$ cat src/rtl/setting_ctrl.sv
// Settings menu editor for the quiz game: button edges drive item selection,
// saturating value edits and press-and-hold auto-repeat, active only in view 0.
module setting_ctrl #(
   parameter int REPEAT_DELAY  = 50_000_000,
   parameter int REPEAT_PERIOD = 10_000_000
) (
   input  logic       clk,
   input  logic       rst,
   input  logic [2:0] view,
   input  logic       btn_next,
   input  logic       btn_up,
   input  logic       btn_down,
   input  logic       btn_confirm,
   output logic [2:0] state,
   output logic [2:0] player_count,
   output logic [3:0] question_count,
   output logic [6:0] answer_time,
   output logic [6:0] win_socre,
   output logic [3:0] success_score,
   output logic [3:0] fail_score,
   output logic       settings_done,
   output logic       key_beep,
   output logic       limit_hit
);

   localparam int RPT_MAX = (REPEAT_DELAY > REPEAT_PERIOD) ? REPEAT_DELAY : REPEAT_PERIOD;
   localparam int CW      = $clog2(RPT_MAX + 1);
   localparam logic [CW-1:0] DLY_T = CW'(REPEAT_DELAY - 1);
   localparam logic [CW-1:0] PER_T = CW'(REPEAT_PERIOD - 1);

   logic          prev_next, prev_up, prev_down, prev_confirm;
   logic          e_next, e_up, e_down, e_confirm, any_edge;
   logic [CW-1:0] rpt_cnt;
   logic          rpt_run, rpt_arm;
   logic [CW-1:0] rpt_tgt;

   logic [7:0] cur, vmin, vmax, step, nv;
   logic       dir_up, in_range;

   assign e_next    = btn_next    & ~prev_next;
   assign e_up      = btn_up      & ~prev_up;
   assign e_down    = btn_down    & ~prev_down;
   assign e_confirm = btn_confirm & ~prev_confirm;
   assign any_edge  = e_next | e_up | e_down | e_confirm;
   assign rpt_tgt   = rpt_run ? PER_T : DLY_T;

   // Operand selection for the item under edit; everything is 8 bits wide so
   // value+step can never overflow before the bound check.
   always_comb begin
      cur  = 8'd0;
      vmin = 8'd0;
      vmax = 8'd0;
      step = 8'd1;
      case (state)
         3'd1: begin cur = {5'd0, player_count};   vmin = 8'd2;  vmax = 8'd4;  end
         3'd2: begin cur = {4'd0, question_count}; vmin = 8'd1;  vmax = 8'd9;  end
         3'd3: begin cur = {1'b0, answer_time};    vmin = 8'd10; vmax = 8'd95; step = 8'd5; end
         3'd4: begin cur = {1'b0, win_socre};      vmin = 8'd5;  vmax = 8'd99; end
         3'd5: begin cur = {4'd0, success_score};  vmin = 8'd1;  vmax = 8'd9;  end
         3'd6: begin cur = {4'd0, fail_score};     vmin = 8'd0;  vmax = 8'd9;  end
         default: ;
      endcase
      // A fresh edge decides direction; otherwise the held level does.
      dir_up = (e_up ^ e_down) ? e_up : btn_up;
      if (dir_up) begin
         nv       = cur + step;
         in_range = (nv <= vmax);
      end else begin
         nv       = cur - step;
         in_range = (cur >= vmin + step);
      end
   end

   always_ff @(posedge clk) begin
      if (rst) begin
         prev_next      <= 1'b0;
         prev_up        <= 1'b0;
         prev_down      <= 1'b0;
         prev_confirm   <= 1'b0;
         state          <= 3'd0;
         player_count   <= 3'd2;
         question_count <= 4'd5;
         answer_time    <= 7'd30;
         win_socre      <= 7'd20;
         success_score  <= 4'd2;
         fail_score     <= 4'd1;
         settings_done  <= 1'b0;
         key_beep       <= 1'b0;
         limit_hit      <= 1'b0;
         rpt_cnt        <= '0;
         rpt_run        <= 1'b0;
         rpt_arm        <= 1'b0;
      end else begin
         prev_next     <= btn_next;
         prev_up       <= btn_up;
         prev_down     <= btn_down;
         prev_confirm  <= btn_confirm;
         settings_done <= 1'b0;
         key_beep      <= 1'b0;
         limit_hit     <= 1'b0;

         // Default: drop any repeat in progress; only the held-key path keeps it.
         rpt_cnt <= '0;
         rpt_run <= 1'b0;
         rpt_arm <= 1'b0;

         if (view == 3'd0) begin
            if (e_confirm) begin
               state         <= 3'd0;
               settings_done <= 1'b1;
               key_beep      <= 1'b1;
            end else if (e_next) begin
               state    <= (state == 3'd0 || state == 3'd6) ? 3'd1 : state + 3'd1;
               key_beep <= 1'b1;
            end else if (state != 3'd0 && ((e_up ^ e_down) ||
                         (!any_edge && rpt_arm && (btn_up ^ btn_down) && rpt_cnt == rpt_tgt))) begin
               // Edge step or repeat step: identical saturating edit.
               if (in_range) begin
                  key_beep <= 1'b1;
                  case (state)
                     3'd1: player_count   <= nv[2:0];
                     3'd2: question_count <= nv[3:0];
                     3'd3: answer_time    <= nv[6:0];
                     3'd4: win_socre      <= nv[6:0];
                     3'd5: success_score  <= nv[3:0];
                     3'd6: fail_score     <= nv[3:0];
                     default: ;
                  endcase
               end else begin
                  limit_hit <= 1'b1;
               end
               rpt_arm <= 1'b1;
               rpt_run <= !any_edge;
            end else if (state != 3'd0 && !any_edge && rpt_arm && (btn_up ^ btn_down)) begin
               rpt_arm <= 1'b1;
               rpt_run <= rpt_run;
               rpt_cnt <= rpt_cnt + 1'b1;
            end
         end
      end
   end

endmodule

$ cat config.mk
export PLATFORM = sky130hd
export DESIGN_NAME = setting_ctrl
export DESIGN_NICKNAME = d
export VERILOG_FILES = /design/src/rtl/setting_ctrl.sv
export SDC_FILE = /design/constraint.sdc
export NUM_CORES = 1
export LEC_CHECK = 0
export ABC_AREA = 1
export CAP_MARGIN = 25
export CORE_UTILIZATION = 30
export CTS_CLUSTER_DIAMETER = 120
export DETAILED_ROUTE_END_ITERATION = 12
export PLACE_DENSITY = 0.46
export SYNTH_ARGS = -nofsm -noshare
export SYNTH_HDL_FRONTEND = slang
export SYNTH_SLANG_ARGS = --single-unit
$ cat constraint.sdc
create_clock -name clk -period 4.2 [get_ports clk]
set_input_delay 0.84 -clock clk [delete_from_list [all_inputs] [get_ports clk]]
set_output_delay 0.84 -clock clk [all_outputs]
set_load 0.05 [all_outputs]
==> metrics.md, run 1 <==
| Metric | Value |
|---|---|
| CP Launch Type | `register` |
| Remaining DRCs | `0` |
| Max Clk Rate | `260.3 MHz` |
| R2R Path End | `success_score[1]` |
| Site Rows | `42` |
| Critical Path Start | `state[1]` |
| Seq/Total Area, Yosys | `32.71%` |
| Final Hold Fails | `0` |
| FF+latch count, synth | `67` |
| Slew Limit Headroom | `39.92%` |
| I/O Buffers | `43` |
| Total wire length after detailed routing | `11980 um` |
| Worst path slowest cell | `dfxtp_1` |
| Ys flop type | `dfxtp_1` |
| Clk root buf | `clkbuf_16` |
| Async SR Flop Fraction | `0%` |
| Number of global-route vias before repair | `3735` |
| Chip Width | `118.9 um` |
| Clk sinks | `67` |
| CP max FO | `8` |
| Syn Area/Cell | `6.539 um2` |
| Layout cell share with drive strength beyond 1 | `9.393%` |
| Critical Path End Type | `register` |
| Global route total overflow | `0` |
| Clock Skew | `0.009496 ns` |
| Antenna violations before repair | `0` |
| Antenna Violating Nets Remaining | `0` |
| Data required, critical path | `4.46 ns` |
| Max Cap Viol | `0` |
| TritonCTS clock tree | `built` |
| Area after DPL | `4766 um2` |
| Status | `complete, no violations` |
| Number of fill cells | `1443` |
| Crit path top cell by count | `nand2_1` |
| Final setup violation count | `0` |
| Total GRT Usage | `17.56%` |
| Worst R2R Start | `state[1]` |
| Final hold slack | `0.4428 ns` |
| Nets | `719` |
| Design area | `5187 um2` |
| Crit-path max cell delay | `0.40 ns` |
| Slew @ Worst Pin | `0.9002 ns` |
| Die area | `14140 um2` |
| Synth-to-layout area growth | `26.52%` |
| First-pass GRT wire length | `19200 um` |
| Vias per inst | `4.638` |
| Non-Filler Instances | `868` |
| RD Place Congestion | `0.8740` |
| Fin. max-slew vios | `0` |
| R2r setup slk | `0.36 ns` |
| Synthesized instance count | `627` |
| CTS Buffer Depth | `2` |
| VDD IR max | `0.1562 mV` |
| Largest net degree at the start of global routing | `30` |
| Worst R2R Path Depth | `27` |
| Dpl hpwl | `9390 um` |
| Yosys Warn Count | `0` |
| Final core utilization | `39.02%` |
| Drt pass-1 iters | `5` |
| Syn_nets | `659` |
| Io pins | `44` |
| H-tree levels | `3` |
| Overall die height | `118.9 um` |
| Skew-Pair Late Insertion Delay | `0.34 ns` |
| Total negative slack | `0 ns` |
| Leak pwr | `2.272 nW` |
| Core region area | `13300 um2` |
| Worst-path clk slew | `0.05 ns` |
| # diodes | `0` |
| Iteration-0 DRC Markers | `282` |
| Placed cells | `847` |
| Num CTS Buffers | `9` |
| Register area | `1341 um2` |
| Multi-input gate area | `2365 um2` |
| Critical Path End | `success_score[1]` |
| Unrepaired setup endpoints after global routing | `false` |
| Post-layout min period | `3.842 ns` |
| WS Path Type | `reg2reg` |
| Post-synthesis cell area | `4100 um2` |
| Min-delay worst type | `reg2reg` |
| Post-synth EDFFs | `0` |
| Final period util | `91.48%` |
| Arrival @ worst endpoint | `4.10 ns` |
| Via count | `4026` |
| Initial Utilization | `30.84%` |
| DR WL/cell | `13.80 um` |
| Power Density | `305.1 nW/um2` |
| Count of cell types in the netlist | `43` |
[state kept, by name (all words and copies together), names as in the netlist, 3 cells and up]
register	count
fail_score	4
state	3
rpt_cnt	26
success_score	4
answer_time	7
player_count	3
question_count	4
win_socre	7
[routing by layer]
layer / GRT usage (%) / part of all wire (%) / wire length (um)
met3: 4.215 / 6.2 / 742
met1: 22.59 / 46 / 5525
met2: 28.65 / 46 / 5530
met5: 0 / 0 / 0
met4: 5.854 / 1.5 / 179
[critical path, delay by kind of cell, from the launching register on]
family	cells	cell delay [ns]
compound gates	2	0.48
xor+xnor	1	0.19
fa+ha+maj	3	0.92
buf+inv	4	0.28
flops	1	0.40
simple gates	17	1.47
[per-stage QoR]
stage          setup slack [ns]  power (W)
2_1_floorplan            0.2061  0.0007002
3_3_place_gp             0.2053  0.0007253
3_5_place_dp             0.1164  0.0007253
4_1_cts                  0.1019   0.001608
5_1_grt                0.004560   0.001646
6_report                 0.3577   0.001582
[cells in the mapped netlist, types with 2 or more instances]
master / count / area, um2
xor2_1: 7 / 61.31
nor2_2: 3 / 18.77
nand2_4: 2 / 22.52
nor4_1: 4 / 25.02
nor3b_1: 5 / 37.54
nand2_2: 5 / 31.28
nand4_2: 2 / 25.02
a21oi_1: 16 / 80.08
nor3_1: 18 / 90.09
ha_1: 23 / 287.8
o21ai_0: 5 / 25.02
o21ai_1: 2 / 10.01
dfxtp_1: 67 / 1341
inv_1: 94 / 352.8
nand3_1: 48 / 240.2
inv_2: 6 / 22.52
buf_6: 3 / 33.78
a211oi_1: 3 / 22.52
xnor2_1: 6 / 52.55
clkbuf_1: 2 / 7.510
nand3_2: 2 / 20.02
buf_2: 3 / 15.01
o22ai_1: 2 / 12.51
or2_2: 3 / 18.77
nor2_1: 99 / 371.6
nand2_1: 165 / 619.3
o21bai_1: 2 / 15.01
o21ai_2: 2 / 17.52
nand4_1: 13 / 81.33
nor2_4: 2 / 22.52
[how the worst min path moves through the flow]
stage	from	end	slack [ns]	cells past startpoint
after CTS	rpt_cnt[0]	rpt_cnt[0]	0.45	1
after floorplan	rpt_cnt[0]	rpt_cnt[0]	0.42	1
after global routing	rpt_cnt[0]	rpt_cnt[0]	0.47	1
after detailed placement	rpt_cnt[0]	rpt_cnt[0]	0.44	1
final	rpt_cnt[0]	rpt_cnt[0]	0.44	1
after global placement	rpt_cnt[0]	rpt_cnt[0]	0.43	1
[power by group]
part | switching [W] | total (W) | internal [W]
clock network | 0.000276 | 0.000870 | 0.000594
registers | 0.00000103 | 0.000640 | 0.000639
logic | 0.0000500 | 0.0000730 | 0.0000230
total | 0.000327 | 0.00158 | 0.00126
[cell usage in the layout, fill, tap and decap left out, drive strengths merged, types with 2 or more instances in the layout]
master and n:
nor2 104, clkinv 2, o22ai 2, bufinv 3, nand3 50, clkbuf 11
nand4 15, nand2 172, a211oi 3, buf 15, nor3b 5, inv 100
xnor2 7, or2 3, o21ai 10, a21oi 16, nor3 19, clkdlybuf4s50 43
ha 23, a31oi 2, xor2 7, o21bai 2, nor4 4, dfxtp 67
[what timing repair did]
action | 4_1_cts | 5_1_grt
setup endpoints to repair | 0 | 29
hold buffers | 0 | 0
resized for setup | 0 | 6
setup buffers | 0 | 5
[area by class of cell]
type	instances	share of cell area, %
clock inverters	5	1.930
flip-flops and latches	67	25.86
multi-input cells	451	45.59
clock buffers	11	4.679
inverters	100	7.236
well taps	176	4.245
repair buffers	58	10.47
[cell families (layout without fill, tap and decap cells)]
group / count (synthesis) / after routing / share of synthesized area [%]
AOI/OAI and AO/OA: 40 / 40 / 6.317
xor gates and xnor gates: 14 / 14 / 3.174
adders and majority gates: 23 / 23 / 7.019
buffers and inverters: 109 / 174 / 10.62
DFF: 67 / 67 / 32.71
and+or+nand+nor: 374 / 374 / 40.16
No activity file was read; power rests on OpenSTA's default activity.
==> inputs of run 2 (changes only) <==
Settings changed: CTS_CLUSTER_DIAMETER 120 to not set, SKIP_LAST_GASP set to 1.
==> results of run 2 <==
Final layout, timing and power as in run 1 (identical DEF).
==> inputs of run 3 (changes only) <==
Settings changed: ABC_AREA 1 to 0.
==> metrics.md, run 3 <==
| Metric | Value |
|---|---|
| Status | `complete, but fails checks (was complete, no violations)` |
| Failing checks | `setup timing` |
| Leak pwr | `2.079 nW (was 2.272 nW)` |
| Num CTS Buffers | `9 (unchanged)` |
| Critical Path End Type | `register (unchanged)` |
| Syn_nets | `485 (was 659)` |
| Count of cell types in the netlist | `62 (was 43)` |
| Chip Width | `115.9 um (was 118.9 um)` |
| DR WL/cell | `16.16 um (was 13.80 um)` |
| Crit-path max cell delay | `0.44 ns (was 0.40 ns)` |
| Number of global-route vias before repair | `3420 (was 3735)` |
| Syn Area/Cell | `8.584 um2 (was 6.539 um2)` |
| Dpl hpwl | `8364 um (was 9390 um)` |
| Clk sinks | `67 (unchanged)` |
| Drt pass-1 iters | `4 (was 5)` |
| Total GRT Usage | `17.84% (was 17.56%)` |
| Post-synthesis cell area | `3889 um2 (was 4100 um2)` |
| Largest net degree at the start of global routing | `48 (was 30)` |
| Share of the synthesized area in the top cell type | `34.49% (was 32.71%)` |
| Top flop regs | `rpt_cnt (26), answer_time (7), win_socre (7) (unchanged)` |
| Initial Utilization | `30.81% (was 30.84%)` |
| Global routing usage on met3 | `4.393% (was 4.215%)` |
| Iteration-0 DRC Markers | `269 (was 282)` |
| Most frequent cell after synthesis | `dfxtp_1 (was nand2_1)` |
| Total negative slack | `-0.7380 ns (was 0 ns)` |
| Most Used Layer, Global Route | `met2 (unchanged)` |
| # diodes | `0 (unchanged)` |
| Crit path top cell by count | `ha_1 (was nand2_1)` |
| Core region area | `12620 um2 (was 13300 um2)` |
| Total wire length after detailed routing | `11610 um (was 11980 um)` |
| Design area | `5378 um2 (was 5187 um2)` |
| VDD IR max | `0.1851 mV (was 0.1562 mV)` |
| Io pins | `44 (unchanged)` |
| Worst path slowest cell | `or3_4 (was dfxtp_1)` |
| Ys flop type | `dfxtp_1 (unchanged)` |
| Final hold slack | `0.4617 ns (was 0.4428 ns)` |
| Site Rows | `41 (was 42)` |
| Slew Limit Headroom | `51.40% (was 39.92%)` |
| Clk root buf | `clkbuf_16 (unchanged)` |
| TritonCTS clock tree | `built (unchanged)` |
| Max Cap Viol | `0 (unchanged)` |
| Overall die height | `115.9 um (was 118.9 um)` |
| Antenna violations before repair | `0 (unchanged)` |
| RD Place Congestion | `0.8496 (was 0.8740)` |
| Crit path depth | `19 (was 27)` |
| Via count | `3571 (was 4026)` |
| Data required, critical path | `4.40 ns (was 4.46 ns)` |
| Max Clk Rate | `231.9 MHz (was 260.3 MHz)` |
| Commonest cells after routing, fill and taps aside | `dfxtp_1, nor2_1, buf_4 (was nand2_1, nor2_1, inv_1)` |
| Post-synth EDFFs | `0 (unchanged)` |
| Nets | `574 (was 719)` |
| Final period util | `102.7% (was 91.48%)` |
| Synthesized instance count | `453 (was 627)` |
| Seq/Total Area, Yosys | `34.49% (was 32.71%)` |
| CTS Buffer Depth | `2 (unchanged)` |
| First-pass GRT wire length | `18000 um (was 19200 um)` |
| FF+latch count, synth | `67 (unchanged)` |
| Worst-path clk slew | `0.06 ns (was 0.05 ns)` |
| Synth-to-layout area growth | `38.29% (was 26.52%)` |
| Worst hold path depth | `1 (unchanged)` |
| WS Path Type | `reg2reg (unchanged)` |
| Fin. max-slew vios | `0 (unchanged)` |
| Arrival @ worst endpoint | `4.51 ns (was 4.10 ns)` |
| Most frequent cells after synthesis | `dfxtp_1, nor2_1, nand2_1 (was nand2_1, nor2_1, inv_1)` |
| Slew @ Worst Pin | `0.7238 ns (was 0.9002 ns)` |
| Synth top area cells | `dfxtp_1, ha_1, nor2_1 (was dfxtp_1, nand2_1, nor2_1)` |
| Final setup violation count | `17 (was 0)` |
| Async SR Flop Fraction | `0% (unchanged)` |
| Global route total overflow | `0 (unchanged)` |
| Final Hold Fails | `0 (unchanged)` |
| Yosys Warn Count | `0 (unchanged)` |
| Die area | `13420 um2 (was 14140 um2)` |
| Final WS setup | `-0.1121 ns (was 0.3577 ns)` |
| Total Power | `0.001456 W (was 0.001582 W)` |
| Power Density | `270.7 nW/um2 (was 305.1 nW/um2)` |
| Remaining DRCs | `0 (unchanged)` |
| Family with the most delay on the worst path | `compound AO/OA/AOI/OAI gates (was simple AND/OR/NAND/NOR gates)` |
| Commonest non-fill, non-tap cell in the layout | `dfxtp_1 (was nand2_1)` |
| CP Buf/Inv Count | `4 (unchanged)` |
| Cell taking the most area after synthesis | `dfxtp_1 (unchanged)` |
| Unrepaired setup endpoints after global routing | `true (was false)` |
| I/O Buffers | `43 (unchanged)` |
| Vias per inst | `4.974 (was 4.638)` |
| Number of fill cells | `1282 (was 1443)` |
| Met2 Use GR | `29.64% (was 28.65%)` |
| Antenna Violating Nets Remaining | `0 (unchanged)` |
| Worst R2R Path Depth | `19 (was 27)` |
| Post-layout min period | `4.312 ns (was 3.842 ns)` |
| Layout cell share with drive strength beyond 1 | `20.88% (was 9.393%)` |
| CP Launch Type | `register (unchanged)` |
| CP cell instances | `inv_4 > ha_4 > a221oi_2 > o21ai_1 > ha_1 > inv_2 > o311ai_2 > o32a_1 > buf_4 > xor2_1 > ha_1 > nand4_1 > a21oi_2 > a2111oi_4 > o2111ai_2 > or3_4 > buf_12 > o41ai_4 > a21oi_1` |
| Min-delay worst type | `reg2reg (unchanged)` |
| Skew-Pair Late Insertion Delay | `0.34 ns (about the same)` |
| CP max FO | `9 (was 8)` |
| Area after DPL | `4840 um2 (was 4766 um2)` |
| H-tree levels | `3 (unchanged)` |
| Largest Register | `rpt_cnt (unchanged)` |
| Max reg flops | `26 (unchanged)` |
| Clock Skew | `0.006260 ns (was 0.009496 ns)` |
| Met1 Use GR | `22.45% (was 22.59%)` |
-- run 3: area by class of cell --
class,count,area [um2],area share (%)
Multi-Input combinational cell,346,2549,47.39
Sequential cell,67,1353,25.15
Timing Repair Buffer,98,889.6,16.54
Clock buffer,12,267.8,4.979
Tap cell,172,215.2,4.002
Inverter,20,82.58,1.536
Clock inverter,3,21.27,0.3955
-- run 3: path summary, 6_finish.rpt --
check | startpoint | to | slack [ns]
min | rpt_cnt[0] | rpt_cnt[0] | 0.46
max | state[0] | player_count[0] | -0.11
max reg2reg | state[0] | player_count[0] | -0.11
min reg2reg | rpt_cnt[0] | rpt_cnt[0] | 0.46
-- run 3: worst reg2reg max path: cells and delay by family (launching register included) --
family | cells | cell delay, ns
flops | 1 | 0.40
xor+xnor | 1 | 0.14
compound gates | 9 | 1.82
fa+ha+maj | 3 | 0.82
buf+inv | 4 | 0.41
simple gates | 2 | 0.60
-- run 3: cell families after synthesis --
kind of cell / count (synthesis) / share of synthesized area [%]
buffers and inverters: 40 / 4.600
multiplexers: 23 / 6.113
adder cells (fa/ha/maj): 23 / 7.400
AND/OR/NAND/NOR: 194 / 26.51
AO/OA/AOI/OAI: 73 / 13.45
flip-flops: 67 / 34.49
XOR/XNOR: 33 / 7.432
-- run 3: timing repair --
| action | in CTS | in global routing |
|---|---|---|
| hold buffers | 0 | 0 |
| hold endpoints to repair | 0 | 0 |
| gates resized for setup | 2 | 32 |
| pin swaps | 5 | 15 |
| endpoints found under the setup margin | 19 | 29 |
| setup buffers | 1 | 9 |
-- run 3: per-layer routing --
metal	part of all wire (%)	wire length, um
met3	4.3	496
met4	2.2	253
met5	0	0
met1	45	5251
met2	48	5605
-- run 3: per-stage QoR --
step,cells,utilization [%],setup WS (ns)
final,718,42.61,-0.1121
after detailed placement,693,38.35,-0.09909
after CTS,709,40.74,0.004420
after global placement,693,38.35,0.02048
after floorplan,453,-,-0.07130
after global routing,718,42.61,-0.3314
-- run 3: report_power, final --
part,total (W),internal (W),switching (W)
Combinational,0.0000843,0.0000352,0.0000491
Sequential,0.000639,0.000637,0.00000203
Clock,0.000733,0.000448,0.000284
Total,0.00146,0.00112,0.000336
